<file path="src/rtl/button_conditioner.sv">
`timescale 1ns/1ps
`default_nettype none
// ============================================================================
// Module      : button_conditioner
// Description : Synchronises, debounces and arbitrates two push-buttons into
//               one-cycle, mutually exclusive step pulses with auto-repeat.
// Revision    : 1.0 - initial release
// ============================================================================
module button_conditioner #(
    parameter int DEBOUNCE_CYCLES   = 100000,
    parameter int REPEAT_DELAY      = 25000000,
    parameter int REPEAT_PERIOD     = 5000000,
    parameter int REPEAT_ENABLE     = 1,
    parameter int BUTTON_ACTIVE_LOW = 1
) (
    input  logic clk,
    input  logic reset,
    input  logic inc_button_in,
    input  logic dec_button_in,
    output logic increment_address,
    output logic decrement_address,
    output logic inc_pressed,
    output logic dec_pressed
);

    localparam int c_DB_W    = $clog2(DEBOUNCE_CYCLES) + 1;
    localparam int c_TMR_MAX = (REPEAT_DELAY > REPEAT_PERIOD) ? REPEAT_DELAY : REPEAT_PERIOD;
    localparam int c_TMR_W   = $clog2(c_TMR_MAX) + 1;

    localparam logic [c_DB_W-1:0]  c_DB_LAST  = c_DB_W'(DEBOUNCE_CYCLES - 1);
    localparam logic [c_TMR_W-1:0] c_T_DELAY  = c_TMR_W'(REPEAT_DELAY);
    localparam logic [c_TMR_W-1:0] c_T_PERIOD = c_TMR_W'(REPEAT_PERIOD);
    localparam logic [c_TMR_W-1:0] c_T_ONE    = c_TMR_W'(1);

    localparam logic [1:0] c_IDLE    = 2'd0;
    localparam logic [1:0] c_DELAY   = 2'd1;
    localparam logic [1:0] c_REPEAT  = 2'd2;
    localparam logic [1:0] c_LOCKOUT = 2'd3;

    // Bit 0 is the "up" button, bit 1 the "down" button throughout.
    logic [1:0] w_raw_pressed;
    logic [1:0] w_pressed;
    logic [1:0] r_pressed_q;
    logic [1:0] w_rise;

    assign w_raw_pressed = (BUTTON_ACTIVE_LOW != 0) ? ~{dec_button_in, inc_button_in}
                                                    :  {dec_button_in, inc_button_in};

    generate
        for (genvar g = 0; g < 2; g++) begin : g_button
            logic              r_sync1;
            logic              r_sync2;
            logic              r_level;
            logic [c_DB_W-1:0] r_count;

            always_ff @(posedge clk) begin
                if (reset) begin
                    r_sync1 <= 1'b0;
                    r_sync2 <= 1'b0;
                    r_level <= 1'b0;
                    r_count <= '0;
                end else begin
                    r_sync1 <= w_raw_pressed[g];
                    r_sync2 <= r_sync1;
                    // Any sample agreeing with the accepted level restarts the qualification window.
                    if (r_sync2 == r_level) begin
                        r_count <= '0;
                    end else if (r_count == c_DB_LAST) begin
                        r_level <= ~r_level;
                        r_count <= '0;
                    end else begin
                        r_count <= r_count + c_DB_W'(1);
                    end
                end
            end

            assign w_pressed[g] = r_level;
        end
    endgenerate

    assign w_rise = w_pressed & ~r_pressed_q;

    logic [1:0]         r_state;
    logic [1:0]         w_state_nxt;
    logic               r_owner;
    logic               w_owner_nxt;
    logic [c_TMR_W-1:0] r_timer;
    logic [c_TMR_W-1:0] w_timer_nxt;
    logic [1:0]         r_pulse;
    logic [1:0]         w_pulse_nxt;
    logic               w_owner_held;
    logic               w_other_held;

    always_comb begin
        w_state_nxt  = r_state;
        w_owner_nxt  = r_owner;
        w_timer_nxt  = r_timer;
        w_pulse_nxt  = 2'b00;
        w_owner_held = w_pressed[r_owner];
        w_other_held = w_pressed[~r_owner];

        case (r_state)
            c_IDLE: begin
                if ((w_rise[0] && w_pressed[1]) || (w_rise[1] && w_pressed[0])) begin
                    w_state_nxt = c_LOCKOUT;
                end else if (w_rise != 2'b00) begin
                    w_pulse_nxt = w_rise;
                    w_owner_nxt = w_rise[1];
                    w_timer_nxt = c_T_DELAY;
                    w_state_nxt = (REPEAT_ENABLE != 0) ? c_DELAY : c_LOCKOUT;
                end
            end
            c_DELAY, c_REPEAT: begin
                // Release and cross-press outrank the timer so no pulse leaves with the exit.
                if (!w_owner_held) begin
                    w_state_nxt = c_IDLE;
                end else if (w_other_held) begin
                    w_state_nxt = c_LOCKOUT;
                end else if (r_timer == c_T_ONE) begin
                    w_pulse_nxt[r_owner] = 1'b1;
                    w_timer_nxt          = c_T_PERIOD;
                    w_state_nxt          = c_REPEAT;
                end else begin
                    w_timer_nxt = r_timer - c_T_ONE;
                end
            end
            c_LOCKOUT: begin
                if (w_pressed == 2'b00) begin
                    w_state_nxt = c_IDLE;
                end
            end
            default: begin
                w_state_nxt = c_IDLE;
            end
        endcase
    end

    always_ff @(posedge clk) begin
        if (reset) begin
            r_state     <= c_IDLE;
            r_owner     <= 1'b0;
            r_timer     <= '0;
            r_pulse     <= 2'b00;
            r_pressed_q <= 2'b00;
        end else begin
            r_state     <= w_state_nxt;
            r_owner     <= w_owner_nxt;
            r_timer     <= w_timer_nxt;
            r_pulse     <= w_pulse_nxt;
            r_pressed_q <= w_pressed;
        end
    end

    assign increment_address = r_pulse[0];
    assign decrement_address = r_pulse[1];
    assign inc_pressed       = w_pressed[0];
    assign dec_pressed       = w_pressed[1];

endmodule
`default_nettype wire

</file>
<file path="config.mk">
export PLATFORM = sky130hd
export DESIGN_NAME = button_conditioner
export DESIGN_NICKNAME = d
export VERILOG_FILES = /design/src/rtl/button_conditioner.sv
export SDC_FILE = /design/constraint.sdc
export NUM_CORES = 1
export LEC_CHECK = 0
export ABC_AREA = 1
export CORE_ASPECT_RATIO = 1.75
export CORE_MARGIN = 3
export CORE_UTILIZATION = 50
export CTS_CLUSTER_DIAMETER = 80
export DETAILED_ROUTE_END_ITERATION = 10
export PLACE_DENSITY = 0.69
export SYNTH_ARGS = -nofsm -noshare
export SYNTH_HDL_FRONTEND = slang
export SYNTH_SLANG_ARGS = --single-unit
</file>
<file path="constraint.sdc">
create_clock -name clk -period 3.7 [get_ports clk]
set_input_delay 0.74 -clock clk [delete_from_list [all_inputs] [get_ports clk]]
set_output_delay 0.74 -clock clk [all_outputs]
set_load 0.01 [all_outputs]
</file>
# ---- After elaboration in Yosys (flattened, before gate mapping)
# Cells that the tools add are included.
dict set report classes {
  add_sub_neg 3
  multipliers 0
  n_div 0
  order_cmp 3
  eq_ne 15
  shift 0
  mux 25
  n_bitwise 9
  n_reduce_logical 16
}
# op n
set op_table {}
lappend op_table {{$mux 26} 5}
lappend op_table {{$pmux 26 s2} 1}
lappend op_table {{$add 18x1->18 const B} 2}
lappend op_table {{$eq 18x17->1 const B} 2}
lappend op_table {{$eq 26x1->1 const B} 1}
lappend op_table {{$sub 26x1->26 const B} 1}
lappend op_table {{$mux 2} 11}
lappend op_table {{$ne 2x2->1 const B} 5}
lappend op_table {{$not 1->1} 6}
lappend op_table {{$pmux 2 s3} 1}
lappend op_table {{$reduce_and 3->1} 2}
lappend op_table {{$reduce_or 3->1} 2}
lappend op_table {{$mux 1} 5}
lappend op_table {{$reduce_and 5->1} 1}
lappend op_table {{$eq 2x2->1 const B} 2}
lappend op_table {{$logic_not 2->1} 2}
lappend op_table {{$lt 1x2->1 const B} 2}
lappend op_table {{$ne 4x4->1 const B} 1}
lappend op_table {{$not 2->2} 2}
lappend op_table {{$pmux 2 s2} 1}
lappend op_table {{$reduce_and 2->1} 2}
lappend op_table {{$reduce_bool 2->1} 2}
lappend op_table {{$logic_and 1x1->1} 3}
lappend op_table {{$ne 3x3->1 const B} 1}
lappend op_table {{7 further kinds} 8}
dict set report totals {
  ff_bits 75
  latchBits 0
  mem_bits_rw 0
  romBits 0
  inputBits 4
  output_inout_bits 4
  word_cells 84
  mem_count 0
}

# ---- Depth between registers and ports, before layout
# Gate-level depths: netlist of run 1.
dict set report depth {
  word_depth 8
  depth_mapped 12
  ltp_nobuf 12
}

# ---- Worst setup path after synthesis of run 1
# OpenSTA, ideal clock, no wires.
dict set report synth_timing {
  path_type {input -> register}
  start {in reset}
  end {reg g_button[1].r_count[15]}
  t_arrival_ns 1.595
  setup_slack_ns 2.036
  stages 7
  cell_sequence {clkbuf_1 -> inv_1 -> o21ai_0 -> a21oi_1 -> nand2_2 -> buf_4 -> a21oi_1}
}
dict set report synth_via {
  elab_chain_cells 1
}
# item line_no
set synth_rtl {}
lappend synth_rtl {{from (decl)} 17} ;# input logic reset,
lappend synth_rtl {{$reduce_or 3->1 (no line)} n/a}
lappend synth_rtl {{to (signal assigned)} 72} ;# r_count <= r_count + c_DB_W'(1);
lappend synth_rtl {{to (decl)} 54} ;# logic [c_DB_W-1:0] r_count;
# No other way between the ends.
# A chain may end at the register's enable or synchronous reset.

# ---- Final worst setup path of run 1
dict set report layout_timing {
  start {reg g_button[1].r_level (netlist: dec_pressed)}
  end {out dec_pressed}
}
# item line_no
set layout_lines {}
lappend layout_lines {{from (decl)} 53} ;# logic r_level;
lappend layout_lines {{from (signal assigned)} 69} ;# r_level <= ~r_level;
lappend layout_lines {{to (decl)} 23} ;# output logic dec_pressed
# No word-level cell between the ends.

==> impl_metrics.tcl, run 1 <==
set metrics [dict create \
    holdPathEnd "g_button[0].r_sync2" \
    skew_ns 0.005801 \
    crit_buf_inv 1 \
    holdWs_ns 0.4017 \
    ys_seq_elements 75 \
    synthDistinctLibCells 41 \
    syn_nets 596 \
    wl_per_cell_um 12.77 \
    core_area_mm2 0.007963 \
    syn-cell-area_mm2 0.004083 \
    regArea_mm2 0.001501 \
    hold_viol_final 0 \
    rsz0062_at_grt "no" \
    tightest_slew_ns 0.7326 \
    power_density_mw_per_mm2 907.1 \
    mostFrequentLayoutCells "107 x nand2_1, 94 x nor2_1, 75 x dfxtp_1, 73 x inv_1, 44 x nand3_1" \
    power.share.clock_pct 20.0 \
    syn_inst 585 \
    combPwrFrac_pct 54.0 \
    p_sw_share_pct 47.93 \
    p_seq_share_pct 26.0 \
    ff2ff_path_depth 11 \
    tns_ns 0 \
    area_growth_pct 8.980 \
    numPortBuffers 7 \
    final_common_cell "nand2_1" \
    synth.avg_cell_area_um2 6.979 \
    max_slew_margin_pct 51.01 \
    period_needed_ns 2.291 \
    grt_pass1_vias 3644 \
    drcViolationCount 0 \
    worst-path-stages 1 \
    grt.total_usage_pct 20.55 \
    gp_congestion 0.8900 \
    ys_seq_area_share_pct 36.78 \
    start_kind "flop" \
    setup_violations 0 \
    hp-start "g_button[0].r_sync1" \
    endpoint_kind "output pin" \
    cts_root_buffer "clkbuf_16" \
    r2r-end "r_timer[23]" \
    cts.htree.levels 3 \
    nFillCells 773 \
    async_flop_share_pct 0 \
    grt_pass1_wl_mm 15.20 \
    critPathTopFamily "buffers and inverters" \
    ctsHoldBuffers 0 \
    cts_buffers 9 \
    hpwl_mm 6.647 \
    dr_total_vias 3675 \
    drtIter0Drc 191 \
    layoutNonFillerInstCount 687 \
    status "completed" \
    required_ns 2.96 \
    ys.flop_type "dfxtp_1" \
    multi_input_area_mm2 0.002202 \
    antenna_cells 0 \
    avgViaCountPerCell 5.349 \
    cts_sinks 75 \
    r2r_start "r_state[0]" \
    dr.pass1.iters 4 \
    routed_wl_mm 8.773 \
    cts.path.max_buffers 2 \
    yosysTopAreaCellShare_pct 36.78 \
    final_core_utilization_pct 55.88 \
    cts_setup_buffers 0 \
    ios 8 \
    cts_resized 0 \
    crit_path_top_delay_cell "clkdlybuf4s50_1" \
    r2r_setup_slack_ns 1.42 \
    cp_max_fo 13 \
    fp-row-count 43 \
    min_delay_path_depth 2 \
    die_area_mm2 0.009328 \
    overflow 0 \
    start_util_pct 51.27 \
    switchingPower_w 0.001934 \
    ir_worst_vdd_mv 0.4735 \
    fin_crit_sh_pct 61.92 \
    fmax_ghz 0.4365 \
    leakage_nw 1.819 \
    clk_latency_ns 0.34 \
    dpl.cell_count 671 \
    synth.area.top_cells "dfxtp_1 37%, nand2_1 9.8%, nor2_1 8.6%, inv_1 6.7%, nand3_1 5.4%" \
    min_path_type "flop to flop" \
    die_y_um 125.5 \
    synth_edf_count 0 \
    yosysWarnings 0 \
    max_stage_delay_ns 0.64 \
    path_cells "clkdlybuf4s50_1" \
    p_int_w 0.002102 \
    clk_pin_slew_worst_paths_ns 0.05 \
    grt_max_degree 27 \
    drive_gt1_share_pct 9.548 \
    antenna_found_initial 0 \
    yosys.area.top_type "dfxtp_1" \
    finalMaxSlewViolations 0 \
    die_w_um 74.31 \
    worst-setup-path-type "flop to output pin" \
    drt.antenna.violating_nets 0 \
    cts_tree "done" \
    crit_arrival_ns 1.55 \
    nNetsFinal 603 \
    cap_violations 0 \
]
## power by group through the flow
stage / registers, W / logic, W / clock network (W)
after global placement: 0.00106 / 0.00211 / 0
after floorplan: 0.00103 / 0.00176 / 0
after CTS: 0.00105 / 0.00216 / 0.000823
after global routing: 0.00107 / 0.00246 / 0.000854
final: 0.00105 / 0.00218 / 0.000806
after detailed placement: 0.00107 / 0.00214 / 0
## stage by stage
stage / setup slack, ns / total power, W / area (µm²)
4_1_cts: 1.391 / 0.004034 / 4449
3_3_place_gp: 1.194 / 0.003171 / 4175
2_1_floorplan: 2.036 / 0.002791 / 4083
6_report: 1.409 / 0.004036 / 4449
3_5_place_dp: 1.117 / 0.003206 / 4175
5_1_grt: 1.200 / 0.004379 / 4449
## flip-flops by register name, indices dropped and copies added (netlist names)
| name | count |
|---|---|
| dec_pressed | 1 |
| g_button.r_count | 36 |
| g_button.r_sync1 | 2 |
| g_button.r_sync2 | 2 |
| inc_pressed | 1 |
| r_owner | 1 |
| r_pressed_q | 2 |
| r_pulse | 2 |
| r_state | 2 |
| r_timer | 26 |
## area by class of cell
class                           instances  area share, %
Clock inverter                          2         0.2250
Clock buffer                           14          5.934
Multi-Input combinational cell        423          49.49
Inverter                               75          6.327
Sequential cell                        75          33.75
Timing Repair Buffer                    8          1.744
Tap cell                               90          2.531
## worst max path at each step
stage	from	endpoint	slack [ns]
6_report	dec_pressed	dec_pressed	1.41
5_1_grt	r_state[0]	r_timer[23]	1.20
4_1_cts	dec_pressed	dec_pressed	1.39
3_5_place_dp	reset	g_button[1].r_count[16]	1.12
3_3_place_gp	reset	g_button[1].r_count[3]	1.19
2_1_floorplan	reset	g_button[1].r_count[15]	2.04
## cells in the mapped netlist, types with 5 or more instances
cell type / number
nand2_1: 107
nor2_1: 94
dfxtp_1: 75
inv_1: 73
nand3_1: 44
a21oi_1: 31
nor3_1: 20
o21ai_0: 19
nand4_1: 17
xor2_1: 15
nor2_2: 11
nand2_2: 9
nor3b_1: 8
ha_1: 7
nand3_2: 6
nor3_2: 5
## routing by layer
layer	vias to the layer above	GRT usage (%)	share of wire (%)
met5	-	0	0
met3	27	3.781	3.1
met1	1678	20.07	39
li1	1905	-	-
met2	65	38.23	55
met4	0	11.64	3.7
## cell families (layout without fill, tap and decap cells)
logic type | after synthesis | in the layout | share of synthesized area (%)
xor+xnor | 18 | 18 | 3.862
simple gates | 337 | 337 | 39.78
flops | 75 | 75 | 36.78
compound gates | 61 | 61 | 8.152
fa+ha+maj | 7 | 7 | 2.145
buf+inv | 87 | 99 | 9.286
Note: power is estimated with default switching activity, not from simulation.
==> inputs of run 2 (changes only) <==
--- a/config.mk
+++ b/config.mk
@@ -11,7 +11,7 @@
 export CORE_UTILIZATION = 50
 export CTS_CLUSTER_DIAMETER = 80
 export DETAILED_ROUTE_END_ITERATION = 10
-export PLACE_DENSITY = 0.69
+export PLACE_DENSITY = 0.72
 export SYNTH_ARGS = -nofsm -noshare
 export SYNTH_HDL_FRONTEND = slang
 export SYNTH_SLANG_ARGS = --single-unit
==> constraint.sdc (replaced) <==
create_clock -name clk -period 2.1 [get_ports clk]
set_input_delay 0.42 -clock clk [delete_from_list [all_inputs] [get_ports clk]]
set_output_delay 0.42 -clock clk [all_outputs]
set_load 0.01 [all_outputs]
==> run 2 against run 1 <==
Net effect: utilization grew 1.2 points; worst hold slack gained 0.0013 ns; critical path type unchanged; critical endpoint unchanged; combinational power grew 81%; non-clock buffer count grew 5.
==> impl_metrics.tcl, run 2 (synthesized netlist as in run 1, its figures left out) <==
set metrics [dict create \
    status "completed" \
    fp-row-count 43 \
    critPathTopFamily "buffers and inverters" \
    cts_buffers 9 \
    nFillCells 762 \
    fin_crit_sh_pct 93.05 \
    die_w_um 74.31 \
    hold_viol_final 0 \
    start_kind "flop" \
    start_util_pct 51.27 \
    required_ns 1.68 \
    drive_gt1_share_pct 11.13 \
    largest_reg_flops 36 \
    die_y_um 125.5 \
    final_common_cell "nand2_1" \
    multi_input_area_mm2 0.002210 \
    antenna_cells 0 \
    rsz0062_at_grt "no" \
    die_area_mm2 0.009328 \
    cts.path.max_buffers 2 \
    m1WireLength_mm 3.510 \
    gp_congestion 0.9872 \
    hpwl_mm 6.635 \
    cts_tree "done" \
    grt_max_degree 19 \
    cp-startpoint "dec_pressed" \
    drcViolationCount 0 \
    wl_met3_um 283 \
    fmax_ghz 0.5117 \
    dr.pass1.iters 4 \
    drtIter0Drc 222 \
    worst-setup-path-type "flop to output pin" \
    core_area_mm2 0.007963 \
    tns_ns 0 \
    hp-start "g_button[1].r_sync1" \
    avgViaCountPerCell 5.324 \
    place_area_mm2 0.004213 \
    routed_wl_mm 8.886 \
    regArea_mm2 0.001501 \
    cap_violations 0 \
    final_area_mm2 0.004548 \
    cts_root_buffer "clkbuf_16" \
    crit_arrival_ns 1.53 \
    max_stage_delay_ns 0.63 \
    top_regs "g_button.r_count x36, r_timer x26" \
    grt.total_usage_pct 20.68 \
    numPortBuffers 7 \
    grt_pass1_vias 3545 \
    grt_pass1_wl_mm 15.17 \
    leakage_nw 1.863 \
    final_core_utilization_pct 57.12 \
    nNetsFinal 608 \
    cp_max_fo 13 \
    r2r_start "r_state[0]" \
    ir_worst_vdd_mv 0.7247 \
    ios 8 \
    cts.htree.levels 3 \
    overflow 0 \
    path_cells "clkdlybuf4s50_1" \
    regMostFlops "g_button.r_count" \
    wl_met2_mm 4.804 \
    top_layer "met4" \
    clk_pin_slew_worst_paths_ns 0.06 \
    drt.antenna.violating_nets 0 \
    period_needed_ns 1.954 \
    tightest_slew_ns 0.7804 \
    crit_buf_inv 1 \
    crit_path_top_delay_cell "clkdlybuf4s50_1" \
    clk_latency_ns 0.33 \
    endpoint_kind "output pin" \
    wl_per_cell_um 12.84 \
    max_slew_margin_pct 47.82 \
    skew_ns 0.004713 \
    area_growth_pct 11.40 \
    mostFrequentLayoutCells "107 x nand2_1, 93 x nor2_1, 75 x dfxtp_1, 73 x inv_1, 43 x nand3_1" \
    min_path_type "flop to flop" \
    cts_sinks 75 \
    finalMaxSlewViolations 0 \
    antenna_found_initial 0 \
    power_density_mw_per_mm2 1643 \
    setup_violations 0 \
    dr_total_vias 3684 \
]
## run 2: changes by cell type in the layout (fill, tap and decap cells not counted)
| cell | previous run | this run |
|---|---|---|
| nand3_2 | 6 | 7 |
| clkbuf_1 | 3 | 0 |
| bufinv_16 | 0 | 2 |
| nor2_1 | 94 | 93 |
| buf_4 | 1 | 6 |
| clkinv_2 | 2 | 1 |
| clkinvlp_4 | 0 | 2 |
| nor2_2 | 11 | 12 |
| clkbuf_8 | 2 | 1 |
| nand3_1 | 44 | 43 |
| clkinv_4 | 0 | 1 |
## run 2: worst register-to-register path: stages (launching register included)
cell and delay, ns:
dfxtp_1 0.36, inv_1 0.07, ha_1 0.34, nand2_1 0.11
nand3_2 0.10, nand2_2 0.09, nor2_8 0.22, buf_4 0.21
nand3_1 0.07, nand2_1 0.08, nand3_1 0.06, nand2_1 0.06
inv_1 0.03
## run 2: repair_timing
item	CTS	global route
resized for setup	0	2
hold buffers	0	0
endpoints found under the hold margin	0	0
setup endpoints to repair	0	2
buffers inserted	0	0
## run 2: power breakdown
part	leakage (nW)	switching (W)	internal, W	total (W)
clock	0.155	0.000601	0.00107	0.00167
combinational	1.10	0.00269	0.00125	0.00395
sequential	0.607	0.000215	0.00164	0.00185
total	1.86	0.00351	0.00396	0.00747
## run 2: per-stage QoR
stage	std cells	hold slack (ns)	setup WS (ns)	power (W)
5_1_grt	692	0.4283	0.01803	0.008082
3_5_place_dp	676	0.3971	0.1870	0.005725
6_report	692	0.4029	0.1459	0.007471
4_1_cts	692	0.4053	0.1319	0.007437
2_1_floorplan	585	0.3883	0.5165	0.004918
3_3_place_gp	676	0.3941	0.2670	0.005654
## run 2: layer usage
layer | global-route usage, % | vias to the layer above
li1 | - | 1917
met1 | 20.63 | 1681
met2 | 37.71 | 62
met3 | 5.390 | 24
met4 | 10.27 | 0
met5 | 0 | -
## run 2: layout make-up
| class | count | share of cell area (%) |
|---|---|---|
| clock buffer | 10 | 5.254 |
| inverter | 75 | 6.190 |
| sequential | 75 | 33.01 |
| multi-input combinational | 423 | 48.58 |
| tap | 90 | 2.476 |
| clock inverter | 6 | 1.953 |
| timing repair buffer | 13 | 2.531 |
## run 2: path summary, 6_finish.rpt
path | endpoint | slack [ns] | cells past startpoint
hold reg to reg | g_button[1].r_sync2 | 0.40 | 2
setup reg to reg | r_timer[19] | 0.22 | 12
hold / removal | g_button[1].r_sync2 | 0.40 | 2
setup / recovery | dec_pressed | 0.15 | 1
